==> src/rtl/serial_branch_resolver_if.sv <==
// Operand/result bus for the bit-serial branch resolver.
// Both handshakes use valid/ready: a transfer happens on a rising clock edge
// where valid and ready are both high. The producer keeps valid and its data
// steady until that edge. ready may depend on state, but never on valid.
interface serial_branch_resolver_if #(
    parameter int WIDTH = 32
);
    logic             in_valid;
    logic             in_ready;
    logic [WIDTH-1:0] rs1;
    logic [WIDTH-1:0] rs2;
    logic [2:0]       funct3;
    logic             out_valid;
    logic             out_ready;
    logic             taken;
    logic             lt;
    logic             eq;
    logic             gt;

    // Operand source and result consumer side.
    modport master (
        output in_valid, rs1, rs2, funct3, out_ready,
        input  in_ready, out_valid, taken, lt, eq, gt
    );

    // Resolver side.
    modport slave (
        input  in_valid, rs1, rs2, funct3, out_ready,
        output in_ready, out_valid, taken, lt, eq, gt
    );
endinterface

==> src/rtl/serial_branch_resolver.sv <==
// Bit-serial branch / set-less-than resolver. It scans the latched operands
// MSB-first, one bit per clock. The first differing bit decides lt. A sign
// difference at the MSB of a signed compare inverts which operand wins.
module serial_branch_resolver #(
    parameter int WIDTH      = 32,
    parameter bit EARLY_EXIT = 1'b1
) (
    input  logic                     clk,
    input  logic                     reset,
    serial_branch_resolver_if.slave  bus,
    output logic [1:0]               state_dbg
);
    localparam int IDX_W = (WIDTH > 1) ? $clog2(WIDTH) : 1;
    localparam logic [IDX_W-1:0] IDX_TOP = IDX_W'(WIDTH - 1);

    typedef enum logic [1:0] {
        IDLE = 2'd0,
        SCAN = 2'd1,
        DONE = 2'd2
    } state_t;

    state_t           state_q, state_d;
    logic [IDX_W-1:0] index_q;
    logic [WIDTH-1:0] a_q, b_q;
    logic [2:0]       funct3_q;
    logic             signed_q;
    logic             found_q;
    logic             lt_q, eq_q, gt_q;

    logic accept;
    logic bit_a, bit_b;
    logic first_diff;
    logic last_bit;
    logic top_bit;
    logic diff_lt;
    logic in_signed;

    // Bit slice at the current scan position, plus the handshake decode.
    always_comb begin
        accept     = bus.in_valid & bus.in_ready;
        bit_a      = a_q[index_q];
        bit_b      = b_q[index_q];
        first_diff = (bit_a ^ bit_b) & ~found_q;
        last_bit   = (index_q == '0);
        top_bit    = (index_q == IDX_TOP);
        // At the signed MSB the operand holding a 1 is the negative one.
        diff_lt    = (top_bit & signed_q) ? bit_a : bit_b;
        in_signed  = (bus.funct3 == 3'b100) || (bus.funct3 == 3'b101) ||
                     (bus.funct3 == 3'b010);
    end

    // State register; reset abandons any operation in flight.
    always_ff @(posedge clk) begin
        if (reset) state_q <= IDLE;
        else       state_q <= state_d;
    end

    // Next-state logic. The scan always ends at bit 0, so the index never wraps.
    always_comb begin
        state_d = state_q;
        case (state_q)
            IDLE: if (accept) state_d = SCAN;
            SCAN: begin
                if (last_bit)                      state_d = DONE;
                else if (EARLY_EXIT && first_diff) state_d = DONE;
            end
            DONE: if (bus.out_ready) state_d = IDLE;
            default: state_d = IDLE;
        endcase
    end

    // Operand latch, scan index and the compare result flags.
    always_ff @(posedge clk) begin
        if (reset) begin
            index_q  <= IDX_TOP;
            a_q      <= '0;
            b_q      <= '0;
            funct3_q <= '0;
            signed_q <= 1'b0;
            found_q  <= 1'b0;
            lt_q     <= 1'b0;
            eq_q     <= 1'b0;
            gt_q     <= 1'b0;
        end else begin
            case (state_q)
                IDLE: begin
                    if (accept) begin
                        a_q      <= bus.rs1;
                        b_q      <= bus.rs2;
                        funct3_q <= bus.funct3;
                        signed_q <= in_signed;
                        found_q  <= 1'b0;
                        index_q  <= IDX_TOP;
                    end
                end
                SCAN: begin
                    if (first_diff) begin
                        lt_q    <= diff_lt;
                        gt_q    <= ~diff_lt;
                        eq_q    <= 1'b0;
                        found_q <= 1'b1;
                    end else if (last_bit && !found_q) begin
                        lt_q <= 1'b0;
                        gt_q <= 1'b0;
                        eq_q <= 1'b1;
                    end
                    if (!last_bit) index_q <= index_q - 1'b1;
                end
                default: ;
            endcase
        end
    end

    // Handshake outputs, the taken decode and the debug state view.
    always_comb begin
        bus.in_ready  = (state_q == IDLE) & ~reset;
        bus.out_valid = (state_q == DONE);
        bus.lt        = lt_q;
        bus.eq        = eq_q;
        bus.gt        = gt_q;
        state_dbg     = state_q;
        case (funct3_q)
            3'b000:  bus.taken = eq_q;
            3'b001:  bus.taken = ~eq_q;
            3'b101:  bus.taken = ~lt_q;
            3'b111:  bus.taken = ~lt_q;
            default: bus.taken = lt_q;
        endcase
    end
endmodule

==> src/flat_wrapper.sv <==
// flat-port wrapper written by rule: the top's interface ports become plain ports
module serial_branch_resolver_flat 
#(
    parameter int WIDTH      = 32,
    parameter bit EARLY_EXIT = 1'b1
)
  (clk, reset, state_dbg, bus_in_valid, bus_rs1, bus_rs2, bus_funct3, bus_out_ready, bus_in_ready, bus_out_valid, bus_taken, bus_lt, bus_eq, bus_gt);
  serial_branch_resolver_if #(.WIDTH(WIDTH)) bus_i ();
  input  logic clk;
  input  logic reset;
  output logic [1:0] state_dbg;
  input wire logic [$bits(bus_i.in_valid)-1:0] bus_in_valid;
  input wire logic [$bits(bus_i.rs1)-1:0] bus_rs1;
  input wire logic [$bits(bus_i.rs2)-1:0] bus_rs2;
  input wire logic [$bits(bus_i.funct3)-1:0] bus_funct3;
  input wire logic [$bits(bus_i.out_ready)-1:0] bus_out_ready;
  output wire logic [$bits(bus_i.in_ready)-1:0] bus_in_ready;
  output wire logic [$bits(bus_i.out_valid)-1:0] bus_out_valid;
  output wire logic [$bits(bus_i.taken)-1:0] bus_taken;
  output wire logic [$bits(bus_i.lt)-1:0] bus_lt;
  output wire logic [$bits(bus_i.eq)-1:0] bus_eq;
  output wire logic [$bits(bus_i.gt)-1:0] bus_gt;
  assign bus_i.in_valid = bus_in_valid;
  assign bus_i.rs1 = bus_rs1;
  assign bus_i.rs2 = bus_rs2;
  assign bus_i.funct3 = bus_funct3;
  assign bus_i.out_ready = bus_out_ready;
  assign bus_in_ready = bus_i.in_ready;
  assign bus_out_valid = bus_i.out_valid;
  assign bus_taken = bus_i.taken;
  assign bus_lt = bus_i.lt;
  assign bus_eq = bus_i.eq;
  assign bus_gt = bus_i.gt;
  serial_branch_resolver #(.WIDTH(WIDTH), .EARLY_EXIT(EARLY_EXIT)) u_core (.clk(clk), .reset(reset), .bus(bus_i), .state_dbg(state_dbg));
endmodule
==> config.mk <==
export PLATFORM = sky130hd
export DESIGN_NAME = serial_branch_resolver_flat
export DESIGN_NICKNAME = d
export VERILOG_FILES = /design/src/rtl/serial_branch_resolver_if.sv /design/src/rtl/serial_branch_resolver.sv /design/src/flat_wrapper.sv
export SDC_FILE = /design/constraint.sdc
export NUM_CORES = 1
export LEC_CHECK = 0
export BUFFER_PORTS_ARGS = -buffer_cell sky130_fd_sc_hd__buf_2
export CORE_ASPECT_RATIO = 1.5
export CORE_MARGIN = 3
export CORE_UTILIZATION = 48
export DETAILED_ROUTE_END_ITERATION = 7
export GPL_ROUTABILITY_DRIVEN = 0
export GPL_TIMING_DRIVEN = 1
export PLACE_DENSITY = 0.8
export SETUP_SLACK_MARGIN = 0.1
export SLEW_MARGIN = 40
export SYNTH_ARGS = -nofsm -noshare
export SYNTH_HDL_FRONTEND = slang
export SYNTH_SLANG_ARGS = --single-unit
==> constraint.sdc <==
create_clock -name clk -period 2.32 [get_ports clk]
set_clock_uncertainty 0.2 [all_clocks]
set_input_delay 0.232 -clock clk [delete_from_list [all_inputs] [get_ports clk]]
set_output_delay 0.232 -clock clk [all_outputs]
set_load 0.01 [all_outputs]
-- Word level (Yosys, flattened, before mapping)
Cells that the tools add are included.
- bitwise gates (word level): 10
- reductions and logical operators: 15
- equality and inequality tests: 14
- shifts and indexed selects: 0
- add/sub/neg operators: 1
- multiplexer cells: 22
- order comparisons: 1
- $mul: 0
- div/mod/pow operators: 0
- operators by type and width (cell ; count):
    3-bit == test (second input constant) ; 4
    1-bit binary-select mux with 5-bit select ; 2
    1-bit two-way mux ; 10
    5-bit two-way mux ; 2
    5-bit case mux with 2 select lines ; 1
    3-bit AND reduction ; 3
    2-bit two-way mux ; 4
    5-bit by 6-bit less-than comparator with 1-bit output (second input constant) ; 1
    2-bit case mux with 3 select lines ; 1
    5-bit == test (second input constant) ; 1
    5-bit zero test ; 1
    1-bit inverter ; 5
    5-bit by 1-bit subtractor with 5-bit output (second input constant) ; 1
    1-bit bitwise AND ; 4
    2-bit by 1-bit inequality test with 1-bit output (second input constant) ; 2
    2-bit inequality test (second input constant) ; 2
    2-bit AND reduction ; 2
    2-bit nonzero test ; 2
    3-bit by 1-bit == test with 1-bit output (second input constant) ; 1
    3-bit by 2-bit == test with 1-bit output (second input constant) ; 1
    3-bit zero test ; 1
    3-bit by 1-bit inequality test with 1-bit output (second input constant) ; 1
    1-bit case mux with 3 select lines ; 1
    2-bit by 1-bit == test with 1-bit output (second input constant) ; 1
    other kinds (8) ; 9
- latch bits: 0
- memories: 0
- RAM bits: 0
- register bits: 79
- memory bits (read-only): 0
- input port bits: 71

-- Longest topological paths before layout
- depth in word-level cells: 7
- gate-level depth with buffers: 10
- depth with buffers taken out: 8

-- Worst setup path before layout
OpenSTA, ideal clock, no wires.
- path kind: register to register
- from: register u_core.index_q[1]
- to: register u_core.state_q[1], in the netlist u_core.state_dbg[1]
- arrival time: 1.990 ns
- period minus slack after synthesis: 2.277 ns
- library setup time: 0.086 ns
- cell stages (with the launch flop): 9
- slack: 0.043 ns
- path buffers: 2
- path through: dfxtp_1 > buf_6 > buf_8 > mux2_4 > a221oi_2 > o211ai_2 > a211oi_4 > o21ai_2 > a221oi_2
- word-level cells in the longest chain between the ends: 6
- elaborated cells between the ends (all ways): 11
- ends and longest elaborated chain (element ; RTL line ; source):
    from (decl) ; serial_branch_resolver.sv:23 ; logic [IDX_W-1:0] index_q;
    from (signal assigned) ; serial_branch_resolver.sv:107 ; if (!last_bit) index_q <= index_q - 1'b1;
    1-bit binary-select mux with 5-bit select, on equally long branches ; serial_branch_resolver.sv:41, serial_branch_resolver.sv:42 ;
    1-bit two-way mux, on equally long branches ; serial_branch_resolver.sv:41, serial_branch_resolver.sv:42 ;
    1-bit bitwise XOR ; serial_branch_resolver.sv:43 ; first_diff = (bit_a ^ bit_b) & ~found_q;
    1-bit bitwise AND ; serial_branch_resolver.sv:43 ;
    3-bit by 1-bit inequality test with 1-bit output (no source line) ; - ;
    3-bit AND reduction (no source line) ; - ;
    to (signal assigned) ; serial_branch_resolver.sv:55 ; else state_q <= state_d;
    to (decl) ; serial_branch_resolver.sv:22 ; state_t state_q, state_d;
Parallel ways exist; a longest one is shown, timed or not. The select of a mux whose other input is x is not followed.
A chain may end at the register's enable or synchronous reset.

-- Final worst setup path
Same ends and word-level chain as after synthesis.

==> impl_metrics.env <==
export IMPL_fin_nets=519
export IMPL_wire_per_inst_um=17.4
export IMPL_hold_depth=2
export IMPL_min_to="u_core.state_dbg[1]"
export IMPL_fin_crit_ns=2.34
export IMPL_synth_distinct_cells=47
export IMPL_die_w_um=74.1
export IMPL_path_cells="mux4_2 > o22ai_1 > o211ai_1 > a211oi_4 > o21ai_2 > a221oi_2"
export IMPL_ioPinCount=79
export IMPL_clk_pin_slew_ns=0.07
export IMPL_clock_latency_ns=0.34
export IMPL_crit_slowest_cell="mux4_2"
export IMPL_antenna_left=0
export IMPL_antenna_found_initial=0
export IMPL_start_util_pct=50.4
export IMPL_grt_usage_pct=23.5
export IMPL_first_pass_iters=4
export IMPL_status="finished, violations left"
export IMPL_synth_commonest_cells="dfxtp_1, a22o_1, clkbuf_1, mux2_2, o21ai_0"
export IMPL_peakVddDrop_uv=464
export IMPL_numCtsBuffers=9
export IMPL_synth_most_common_cell="dfxtp_1"
export IMPL_synth_seq_cells=79
export IMPL_crit_fanout=7
export IMPL_power_density_mw_per_mm2=689
export IMPL_synth_cell_area_mm2=0.00334
export IMPL_dieHeight_um=108
export IMPL_overflow=0
export IMPL_placementRows=36
export IMPL_port_buffers=78
export IMPL_grt_max_degree=70
export IMPL_final_max_slew_violation_count=0
export IMPL_cpPeakStageDelay_ns=0.51
export IMPL_power_leakage_nw=2.13
export IMPL_grt_pass1_vias=3027
export IMPL_path_class="reg -> reg"
export IMPL_required_ns=2.38
export IMPL_synth_nets=364
export IMPL_antenna_cells=0
export IMPL_min_path_type="in -> reg"
export IMPL_core_area_mm2=0.00662
export IMPL_rsz0062_at_grt="yes"
export IMPL_violations="negative setup slack"
export IMPL_yosysTopAreaCellShare_pct=47.4
export IMPL_min_period_over_period_pct=101
export IMPL_cts_buffer_depth=2
export IMPL_fin_area_mm2=0.00480
export IMPL_route_vias_total=3000
export IMPL_instances_no_fill=524
export IMPL_drive_above_1_share_pct=34.8
export IMPL_seq_area_frac_synth_pct=47.4
export IMPL_rr_endpoint="u_core.state_dbg[1]"
export IMPL_worstSetupStartpointType="flip-flop"
export IMPL_async_reset_ff_share_pct=0
export IMPL_grt_pass1_wl_um=14300
export IMPL_max_slew_margin_pct=53.4
export IMPL_drtIter0Drc=136
export IMPL_synthTopCellsByArea="dfxtp_1, a22o_1, mux2_2"
export IMPL_synth_edf_count=0
export IMPL_critPathCaptureType="flip-flop"
export IMPL_synth_cells=290
export IMPL_finalSetupViolCount=1
export IMPL_timing_reg2reg_setup_slack_ns=-0.02
export IMPL_hpwlAfterDp_um=5760
export IMPL_htreeDepth=3
export IMPL_drc=0
export IMPL_dp_cells=439
export IMPL_reg2reg_from="u_core.index_q[1]"
export IMPL_worstMarginPinSlew_ns=0.698
export IMPL_arrival_ns=2.39
export IMPL_cts_root_buf="clkbuf_8"
export IMPL_placed_cell_area_mm2=0.00388
export IMPL_vias_per_cell=5.73
export IMPL_die_area_mm2=0.00801
export IMPL_reg2reg_depth=6
export IMPL_synth_warnings=0
export IMPL_clock_sinks=79
export IMPL_syn_area_per_cell_um2=11.5
export IMPL_min_delay_start="reset"
export IMPL_fmax_mhz=428
export IMPL_area_delta_synth_final_pct=43.7
export IMPL_yosysTopAreaCell="dfxtp_1"
export IMPL_synthFlopType="dfxtp_1"
export IMPL_maxCapViolCount=0
export IMPL_finalHoldViolCount=0
export IMPL_wirelength_um=9100
export IMPL_cts_tree="done"
export IMPL_layout_setup_ws_ns=-0.0159
export IMPL_power_total_mw=3.31
## per-layer routing
metal | GRT usage, % | part of all wire (%) | vias to the layer above
met5 | 0 | 0 | -
met4 | 11.8 | 4.1 | 0
met3 | 4.09 | 4.3 | 33
met2 | 41.4 | 53 | 94
met1 | 26.4 | 38 | 1446
li1 | - | - | 1427
## cells in the final DEF (no fill, tap or decap), types with 4 or more instances in the layout
master          n
buf_2          78
dfxtp_1        76
a22o_1         68
dlygate4sd3_1  68
buf_4          19
mux2_2         11
clkbuf_8       11
nand2_1         9
nand2b_1        9
o21ai_0         8
mux4_2          7
mux2i_1         6
nor2_1          5
or2_2           4
## repair_timing
action,4_1_cts,5_1_grt
setup buffers,2,1
gates resized for setup,9,6
hold endpoints to repair,68,0
pin swaps,4,5
hold buffers,68,0
gates cloned,0,0
setup endpoints to repair,6,6
## power breakdown
group | leakage [nW] | internal, mW | switching (mW)
Sequential | 0.647 | 1.52 | 0.129
Clock | 0.0914 | 0.435 | 0.461
Combinational | 1.39 | 0.428 | 0.336
Total | 2.13 | 2.38 | 0.926
## cells by family after synthesis
| kind of cell | share of synthesized area [%] |
|---|---|
| adders and majority gates | 1.12 |
| AOI/OAI and AO/OA | 26.7 |
| and+or+nand+nor | 8.02 |
| muxes | 11.9 |
| buffers and inverters | 3.60 |
| DFF | 47.4 |
| xor gates and xnor gates | 1.31 |
## state kept, by name, summed over array words and instances (netlist names)
register / cells
u_core.found_q: 1
u_core.signed_q: 1
u_core.bus.lt: 1
u_core.index_q: 5
u_core.a_q: 32
u_core.state_dbg: 2
u_core.b_q: 32
u_core.bus.gt: 1
u_core.funct3_q: 3
u_core.bus.eq: 1
## per-stage QoR
stage	hold WS (ns)	util, %	setup slack [ns]	TNS [ns]
after global placement	0.240	58.6	-0.125	-0.520
after detailed placement	0.244	58.6	-0.140	-0.676
after floorplan	0.158	-	0.0943	0
final	0.0509	72.5	-0.0159	-0.0159
after CTS	0.0557	72.2	-0.0183	-0.0228
after global routing	0.0746	72.5	-0.115	-0.423
## how the worst max path moves through the flow
stage                            from             endpoint  slack, ns  cells after the start
global placement    u_core.index_q[0]        u_core.bus.lt      -0.12                      6
detailed placement  u_core.index_q[0]        u_core.bus.lt      -0.14                      6
finish              u_core.index_q[1]  u_core.state_dbg[1]      -0.02                      6
floorplan           u_core.index_q[1]  u_core.state_dbg[1]       0.09                      8
global route        u_core.index_q[1]  u_core.state_dbg[1]      -0.12                      7
CTS                 u_core.index_q[1]  u_core.state_dbg[1]      -0.02                      6
## worst max-delay path, delay by kind of cell, from the launching register on
kind / cells / cell delay [ns]
DFF: 1 / 0.40
muxes: 1 / 0.51
AOI/OAI and AO/OA: 5 / 1.14
## layout make-up
type                       instances  area, um^2
fill                             440        1820
multi-input combinational        185        1700
sequential                        79        1590
timing repair buffer             167        1240
clock buffer                      11         151
tap                               76        95.1
clock inverter                     3        18.8
inverter                           3        11.3
Power figures use the tool's default switching activity.
